===== src/rtl/cpu15_pkg.sv =====
// Shared definitions for the register-read arbiter: FSM state encodings,
// requester owner codes and the saturating hazard counter helper.
package cpu15_pkg;

  typedef enum logic [2:0] {
    ST_IDLE  = 3'd0,
    ST_HAZ   = 3'd1,
    ST_SEL   = 3'd2,
    ST_WAITD = 3'd3,
    ST_CAPT  = 3'd4
  } state_e;

  localparam logic OWN_DC  = 1'b0;
  localparam logic OWN_MON = 1'b1;

  localparam logic [7:0] HAZ_CNT_MAX = 8'hFF;

  function automatic logic [7:0] sat_inc8(input logic [7:0] v);
    return (v == HAZ_CNT_MAX) ? v : v + 8'd1;
  endfunction

endpackage


===== src/rtl/rr_arb2.sv =====
// Two-way round-robin arbiter between the decode and monitor requesters.
// The priority pointer only moves when a grant is actually issued.
module rr_arb2 import cpu15_pkg::*; (
  input  logic clk_i,
  input  logic reset_i,
  input  logic req_dc_i,
  input  logic req_mon_i,
  input  logic upd_i,
  input  logic upd_own_i,
  output logic vld_o,
  output logic win_o
);

  // prio_q names the requester that wins a tie; the one just granted loses it
  logic prio_q;
  logic prio_d;

  always_comb begin
    vld_o = req_dc_i | req_mon_i;
    if (req_dc_i && req_mon_i) begin
      win_o = prio_q;
    end else if (req_mon_i) begin
      win_o = OWN_MON;
    end else begin
      win_o = OWN_DC;
    end
    prio_d = prio_q;
    if (upd_i) begin
      prio_d = ~upd_own_i;
    end
  end

  always_ff @(posedge clk_i) begin
    if (reset_i) begin
      prio_q <= OWN_DC;
    end else begin
      prio_q <= prio_d;
    end
  end

endmodule


===== src/rtl/reg_rd_arb.sv =====
// Register-file read arbiter: picks decode or monitor, stalls on a pending
// write-back to the same register, drives the mux select and captures the data.
module reg_rd_arb import cpu15_pkg::*; #(
  parameter int unsigned MUX_LAT = 1
) (
  input  logic        clk_i,
  input  logic        reset_i,
  input  logic        req_dc_i,
  input  logic [2:0]  n_reg_dc_i,
  input  logic        req_mon_i,
  input  logic [2:0]  n_reg_mon_i,
  input  logic        wb_pend_i,
  input  logic [2:0]  n_reg_wb_i,
  input  logic        wb_done_i,
  input  logic [15:0] reg_data_i,
  output logic [2:0]  n_reg_sel_o,
  output logic        gnt_dc_o,
  output logic        gnt_mon_o,
  output logic [15:0] rd_data_o,
  output logic        rd_valid_o,
  output logic        rd_owner_o,
  output logic        busy_o,
  output logic [7:0]  haz_cnt_o
);

  localparam logic [1:0] WAIT_INIT = 2'(MUX_LAT - 1);

  state_e      state_q;
  logic        winner_q;
  logic [2:0]  reg_q;
  logic [1:0]  wcnt_q;
  logic [2:0]  n_reg_sel_q;
  logic        gnt_dc_q;
  logic        gnt_mon_q;
  logic [15:0] rd_data_q;
  logic        rd_valid_q;
  logic        rd_owner_q;
  logic        busy_q;
  logic [7:0]  haz_cnt_q;

  logic        arb_vld;
  logic        arb_win;
  logic [2:0]  win_reg;
  logic        hazard;
  logic        haz_exit;
  logic        lock_req;
  logic        arb_upd;
  logic        arb_upd_own;
  logic        arb_state;

  // A write-back finishing in the selection cycle already clears the hazard
  always_comb begin
    arb_state   = (state_q == ST_IDLE) || (state_q == ST_CAPT);
    win_reg     = (arb_win == OWN_MON) ? n_reg_mon_i : n_reg_dc_i;
    hazard      = (win_reg == n_reg_wb_i) && wb_pend_i && !wb_done_i;
    haz_exit    = wb_done_i || !wb_pend_i;
    lock_req    = (winner_q == OWN_MON) ? req_mon_i : req_dc_i;
    arb_upd     = (arb_state && arb_vld && !hazard) ||
                  ((state_q == ST_HAZ) && haz_exit && lock_req);
    arb_upd_own = (state_q == ST_HAZ) ? winner_q : arb_win;
  end

  rr_arb2 u_rr_arb2 (
    .clk_i     (clk_i),
    .reset_i   (reset_i),
    .req_dc_i  (req_dc_i),
    .req_mon_i (req_mon_i),
    .upd_i     (arb_upd),
    .upd_own_i (arb_upd_own),
    .vld_o     (arb_vld),
    .win_o     (arb_win)
  );

  always_ff @(posedge clk_i) begin
    if (reset_i) begin
      state_q     <= ST_IDLE;
      winner_q    <= OWN_DC;
      reg_q       <= 3'd0;
      wcnt_q      <= 2'd0;
      n_reg_sel_q <= 3'd0;
      gnt_dc_q    <= 1'b0;
      gnt_mon_q   <= 1'b0;
      rd_data_q   <= 16'h0000;
      rd_valid_q  <= 1'b0;
      rd_owner_q  <= OWN_DC;
      busy_q      <= 1'b0;
      haz_cnt_q   <= 8'd0;
    end else begin
      gnt_dc_q   <= 1'b0;
      gnt_mon_q  <= 1'b0;
      rd_valid_q <= 1'b0;
      case (state_q)
        ST_IDLE, ST_CAPT: begin
          if (state_q == ST_CAPT) begin
            rd_data_q  <= reg_data_i;
            rd_owner_q <= winner_q;
            rd_valid_q <= 1'b1;
          end
          if (arb_vld) begin
            winner_q <= arb_win;
            reg_q    <= win_reg;
            busy_q   <= 1'b1;
            if (hazard) begin
              state_q <= ST_HAZ;
            end else begin
              state_q     <= ST_SEL;
              n_reg_sel_q <= win_reg;
              gnt_dc_q    <= (arb_win == OWN_DC);
              gnt_mon_q   <= (arb_win == OWN_MON);
            end
          end else begin
            state_q <= ST_IDLE;
            busy_q  <= 1'b0;
          end
        end
        // The locked read completes even if its requester has dropped away,
        // but a grant pulse is only given to a requester that is still asking
        ST_HAZ: begin
          haz_cnt_q <= sat_inc8(haz_cnt_q);
          if (haz_exit) begin
            state_q     <= ST_SEL;
            n_reg_sel_q <= reg_q;
            gnt_dc_q    <= (winner_q == OWN_DC) && req_dc_i;
            gnt_mon_q   <= (winner_q == OWN_MON) && req_mon_i;
          end
        end
        ST_SEL: begin
          state_q <= ST_WAITD;
          wcnt_q  <= WAIT_INIT;
        end
        ST_WAITD: begin
          if (wcnt_q == 2'd0) begin
            state_q <= ST_CAPT;
          end else begin
            wcnt_q <= wcnt_q - 2'd1;
          end
        end
        default: begin
          state_q <= ST_IDLE;
          busy_q  <= 1'b0;
        end
      endcase
    end
  end

  assign n_reg_sel_o = n_reg_sel_q;
  assign gnt_dc_o    = gnt_dc_q;
  assign gnt_mon_o   = gnt_mon_q;
  assign rd_data_o   = rd_data_q;
  assign rd_valid_o  = rd_valid_q;
  assign rd_owner_o  = rd_owner_q;
  assign busy_o      = busy_q;
  assign haz_cnt_o   = haz_cnt_q;

endmodule


===== config.mk =====
export PLATFORM = sky130hd
export DESIGN_NAME = reg_rd_arb
export DESIGN_NICKNAME = d
export VERILOG_FILES = /design/src/rtl/cpu15_pkg.sv /design/src/rtl/rr_arb2.sv /design/src/rtl/reg_rd_arb.sv
export SDC_FILE = /design/constraint.sdc
export NUM_CORES = 1
export LEC_CHECK = 0
export BUFFER_PORTS_ARGS = -buffer_cell sky130_fd_sc_hd__clkbuf_2
export CAP_MARGIN = 30
export CORE_AREA = 5 5 66 68
export CTS_BUF_LIST = sky130_fd_sc_hd__clkbuf_4 sky130_fd_sc_hd__clkbuf_8 sky130_fd_sc_hd__clkbuf_16
export CTS_CLUSTER_DIAMETER = 80
export DETAILED_ROUTE_END_ITERATION = 8
export DIE_AREA = 0 0 71 73
export PLACE_DENSITY = 0.9
export SYNTH_ARGS = -nofsm -noshare
export SYNTH_HDL_FRONTEND = slang
export SYNTH_SLANG_ARGS = --single-unit

===== constraint.sdc =====
create_clock -name clk_i -period 3.6 [get_ports clk_i]
set_clock_uncertainty 0.2 [all_clocks]
set_input_delay 0.36 -clock clk_i [delete_from_list [all_inputs] [get_ports clk_i]]
set_output_delay 0.36 -clock clk_i [all_outputs]
set_load 0.02 [all_outputs]

* Yosys cells after proc, flatten, opt, wreduce, memory -nomap -nowiden
Index checks and enable logic that the tools add are counted.
Storage, ports and cells: register bits after elaboration 42
Cells by class: muxes and demuxes 27, eq/ne operators 11, bitwise gates (word level) 6, $add $sub $neg 2, reductions and logical operators 28
Operator list (count):
- 3-bit 2-to-1 mux | 7
- 1-bit 2-to-1 mux | 12
- 3-bit one-hot mux with 4 select lines | 1
- 2-bit != test, second input constant | 5
- 2-bit AND reduction | 5
- 1-bit logical AND | 9
- 8-bit by 1-bit adder with 8-bit output, second input constant | 1
- 8-bit == test, second input constant | 1
- 3-bit by 2-bit == test with 1-bit output, second input constant | 2
- 1-bit one-hot mux with 2 select lines | 3
- 3-bit one-hot mux with 2 select lines | 1
- 1-bit NOT | 5
- 2-bit 2-to-1 mux | 2
- 2-bit one-hot mux with 2 select lines | 1
- 4-bit AND reduction | 1
- 2-bit nonzero test | 2
- 2-bit OR reduction | 2
- 3-bit by 1-bit == test with 1-bit output, second input constant | 1
- 3-bit == test | 1
- 3-bit == test, second input constant | 1
- 1-bit zero test | 3
- 3-bit zero test | 1
- 1-bit logical OR | 3
- 3-bit OR reduction | 1
- other kinds (3) | 3

* Logic depth before layout (Yosys ltp)
depth in word-level cells 9, depth in mapped cells 6

* By module
From an unflattened synthesis, not the netlist that was laid out.
Unflattened totals: cells, all modules 220, area, all modules 1841.8 um2
Modules (own cells, without submodules):
- reg_rd_arb | sequential area each 820.8 um2, area each 1788.0 um2, times used 1, cells each 214
- rr_arb2 | sequential area each 20.0 um2, area each 53.8 um2, times used 1, cells each 6

* Worst setup path before layout
Ideal clock, no wire load.
path type register -> register, from register state_q[0], to register haz_cnt_q[3], in the netlist haz_cnt_o[3], arrival time 1.524 ns, setup slack 1.806 ns, data required time 3.330 ns, path buffers 1, stages on the path, launching flop included 6, cells stage by stage dfxtp_1 -> or3b_1 -> buf_6 -> o21bai_4 -> or3_1 -> a21oi_1
Between the ends: longest elaborated chain between the ends 2
RTL lines:
- start: declaration | line reg_rd_arb.sv:28 | state_e state_q;
- start signal: assignment | line reg_rd_arb.sv:76 | state_q <= ST_IDLE;
- start signal: assignment | line reg_rd_arb.sv:104 | state_q <= ST_HAZ;
- start signal: assignment | line reg_rd_arb.sv:106 | state_q <= ST_SEL;
- 3-bit by 1-bit == test with 1-bit output | line reg_rd_arb.sv:92 | case (state_q)
- 2-bit AND reduction (no line)
- end signal: assignment | line reg_rd_arb.sv:119 | haz_cnt_q <= sat_inc8(haz_cnt_q);
- end: declaration | line reg_rd_arb.sv:39 | logic [7:0] haz_cnt_q;
Every way passes these cells. A chain may end at the register's enable or synchronous reset.

* Final worst setup path
from register state_q[0], to register haz_cnt_q[5], in the netlist haz_cnt_o[5]
The elaborated chain is that of the path after synthesis.

==> results.txt <==
- Per-cell routed wire length: 11.64 µm
- Relative area change from synthesis to final layout: 22.27%
- In this run the post-CTS setup repair buffer count came out at 0.
* CTS root buf: sky130_fd_sc_hd__clkbuf_8
- Per report_power, the combinational group accounts for 18.4% of the total.
- For this run, the detailed router's first-pass iteration total came to 4.
- Max Used Layer: met4
- From bottom edge to top edge, the die measures 73 µm.
- Count of antenna diodes in the layout: 0
- Synthesis instantiated 40 different standard cells from the library.
- Die footprint: 5183 µm²
- For this run, the total global-route usage over all layers was measured as 15.73%.
- Clock period minus worst slack: 1.958 ns
- Among all flip-flop cells after synthesis, the most frequent one is sky130_fd_sc_hd__dfxtp_1.
* Half-perimeter wire length after placement: 2997 µm
* Post-synthesis average cell area: 8.283 µm²
* Total nets after synthesis: 267
- For the pin with the worst max-slew slack, the measured transition is 0.8428 ns.
- Max-slew violation count: 0
- The run finished with clean final reports.
- Proportion of register bits with asynchronous set or reset after synthesis: 0%
* Count of unresolved DRC violations after routing: 0
* Sequential element share of the synthesized area: 43.38%
- In the final layout, flip-flops and latches occupy 840.8 µm².
* Number of levels the H-tree was split into: 2
* Total met2 wirelength after detailed routing: 1888 µm
- DRT Wirelength: 3994 µm
- In this run the tool buffered the top-level ports with 62 buffer cells.
* Wire length of the first global-routing pass: 6637 µm
* Critical path buffer and inverter count: 0
* Setup_tns: 0 ns
* Routed metal-1 wirelength: 1748 µm
* Kind of capture point of the worst setup path: flip-flop
* Clock sink count: 42
* Most frequent standard cell in the layout excluding fill and tap cells: sky130_fd_sc_hd__clkbuf_2
- Top achievable clock speed: 510.8 MHz
* Number of placed cells counting well taps: 335
- In this run the worst path has a maximum fanout of 9.
- STA classifies the critical path startpoint as a flip-flop.
- Final setup viols: 0
- The later pin in the worst-skew pair is clocked with a latency of 0.30 ns.
- The via count of the first global-routing pass is 1,615.
- Setup repair after global routing left no endpoint under its margin.
- The slowest stage of the critical path is the sky130_fd_sc_hd__or3b_1 cell.
- For this run, the slowest stage of the critical path takes 0.51 ns.
- The internal portion of the total power is 779.2 µW.
* Final critical-path share of the clock period: 54.38%
- Tracing the worst setup path back leads to its startpoint at state_q[0].
- Area of combinational cells with multiple inputs: 1028 µm²
- After clock tree synthesis, the clock-pin slew on the worst setup and hold paths is 0.08 ns.
- Power Density: 452.0 nW/µm²
* FF-to-FF Start: state_q[0]
- Dividing the detail-routed via count by the number of cells gives 5.117.
- The tool flagged a number of max-cap violations equal to 0.
- During I/O placement, the number of pins put on the boundary was 63.
- For this design the static power due to leakage is 1.006 nW.
- Kind of critical path: reg -> reg
- Area share of the leading cell type in the synthesized netlist: 43.38%
- Largest delay contributor family on the critical path: simple AND/OR/NAND/NOR gates
- Post-synthesis sequential element count: 42
* Net switching power: 292.0 µW
* Antenna viol nets, final: 0
* First DRT Iteration DRCs: 96
- The cell count after synthesis came out at 234.
- Row generation in the floorplan step produced 23 rows.
- Critical Path, Cell by Cell: or3b_1 > o21bai_4 > nor3_1 > xnor2_1 > nor2_1
* Critical Path AT: 1.91 ns
- Met3 wire length: 281 µm
* Power consumption: 1.071 mW
* Synth area leader: sky130_fd_sc_hd__dfxtp_1
- Summed over all layers, the global routing overflow is 0.
- Proportion of layout cells with a drive suffix above 1: 26.62%
- Max VDD drop: 0.0001830 V
- Buffers inserted to repair hold after CTS numbered 0.
- In this run the worst hold path is classified as in -> reg.
- Yosys mapped a number of flops with a built-in enable equal to 0.
- Worst min-delay path startpoint: reg_data_i[13]
- Top cells by area, synth: sky130_fd_sc_hd__dfxtp_1, sky130_fd_sc_hd__nand2_1, sky130_fd_sc_hd__a21oi_1, sky130_fd_sc_hd__nand2b_1, sky130_fd_sc_hd__nor2_1
- The Yosys step of the flow raised 0 warnings.
- Data required time at the worst endpoint: 3.55 ns
- Counting along the longest clock path gives a buffer depth of 2.
- For this block, the via count after detailed routing is 1,755.
- The share of total power dissipated in the clock network is 33.7%.
* Worst R2R Setup Slack: 1.64 ns
* Final-stage net count: 325
- Measured along the x axis, the die boundary spans 71 µm.
* Commonest cells after routing, fill and taps aside: sky130_fd_sc_hd__clkbuf_2, sky130_fd_sc_hd__nand2_1, sky130_fd_sc_hd__dfxtp_1
- Smallest hold slack: 0.07397 ns
* Antenna violations before repair: 0
- Core Area: 3799 µm²
- Counting the buffers created by CTS gives 5.
- In this run, flip-flops and latches consume 47.9% of the power.
* Remaining max-slew budget at the tightest pin: 43.81%
* Routability Congestion: 0.8784
- Hold Violations, Final: 0
* Initial Utilization: 51.02%
* Largest net degree at the start of global routing: 46
- Net switching is 27.26% of the power.
- Resize count post-CTS: 0
- Excluding fillers, the count of instances in the completed layout stands at 343.
- The synthesized netlist occupies a cell area of 1938 µm².
- CTS tree: done
* Filler instances: 335
==> worst paths after layout <==
check / depth (start not counted) / endpoint
worst max-delay path: 5 / haz_cnt_o[5]
worst min-delay path: 3 / rd_data_o[13]
worst max register to register: 5 / haz_cnt_o[5]
worst min register to register: 2 / rd_data_o[1]
==> area by class of cell <==
type / count / area share [%]
multi-input combinational: 176 / 43.40
clock buffer: 5 / 2.904
inverter: 5 / 0.7920
timing repair buffer: 62 / 13.09
clock inverter: 3 / 1.690
sequential: 42 / 35.48
tap: 50 / 2.640
==> flip-flops by register name (all words and copies together), names as in the netlist, 2 cells and up <==
name         count
haz_cnt_o        8
n_reg_sel_o      3
state_q          3
wcnt_q           2
reg_q            3
rd_data_o       16
==> worst reg2reg max path, stage by stage (launching register included) <==
cell and delay [ns]:
sky130_fd_sc_hd__dfxtp_1 0.40, sky130_fd_sc_hd__or3b_1 0.51, sky130_fd_sc_hd__o21bai_4 0.27, sky130_fd_sc_hd__nor3_1 0.24, sky130_fd_sc_hd__xnor2_1 0.16, sky130_fd_sc_hd__nor2_1 0.05
==> metrics by stage <==
step / area, µm² / utilization [%] / worst slack [ns]
2_1_floorplan: 1938 / - / 1.806
3_3_place_gp: 2261 / 59.52 / 1.661
3_5_place_dp: 2261 / 59.52 / 1.600
4_1_cts: 2370 / 62.38 / 1.613
5_1_grt: 2370 / 62.38 / 1.469
6_report: 2370 / 62.38 / 1.642
==> power groups by stage <==
| stage | Sequential (mW) | Clock [mW] | Combinational (mW) |
|---|---|---|---|
| after floorplan | 0.539 | 0 | 0.128 |
| after global placement | 0.523 | 0 | 0.194 |
| after detailed placement | 0.523 | 0 | 0.198 |
| after CTS | 0.513 | 0.367 | 0.198 |
| after global routing | 0.518 | 0.391 | 0.218 |
| final | 0.513 | 0.361 | 0.197 |
==> logic make-up after synthesis <==
kind of cell | share of synthesized area (%)
simple gates | 25.89
compound gates | 18.98
xor+xnor | 2.711
mux | 4.196
fa+ha+maj | 1.291
buf+inv | 3.550
flops | 43.38
==> cells in the mapped netlist, drive strengths merged, types with 2 or more instances <==
cell type  instances
nor3               6
nand3              5
inv                5
o21ai              3
a21oi             24
nand4              2
dfxtp             42
nor2              21
a21o               3
or2                2
nand2b            14
ha                 2
a211oi             5
or3b               2
o31ai              3
mux2i              7
a211o              3
buf                2
xnor2              5
a22oi              4
nor2b              7
and3               2
clkbuf             9
nand2             43
==> layer usage <==
layer	track usage, %	up-vias
met5	0	-
met3	4.408	6
met1	18.11	777
met4	6.681	0
met2	27.39	52
li1	-	920
No activity file was read; power rests on OpenSTA's default activity.
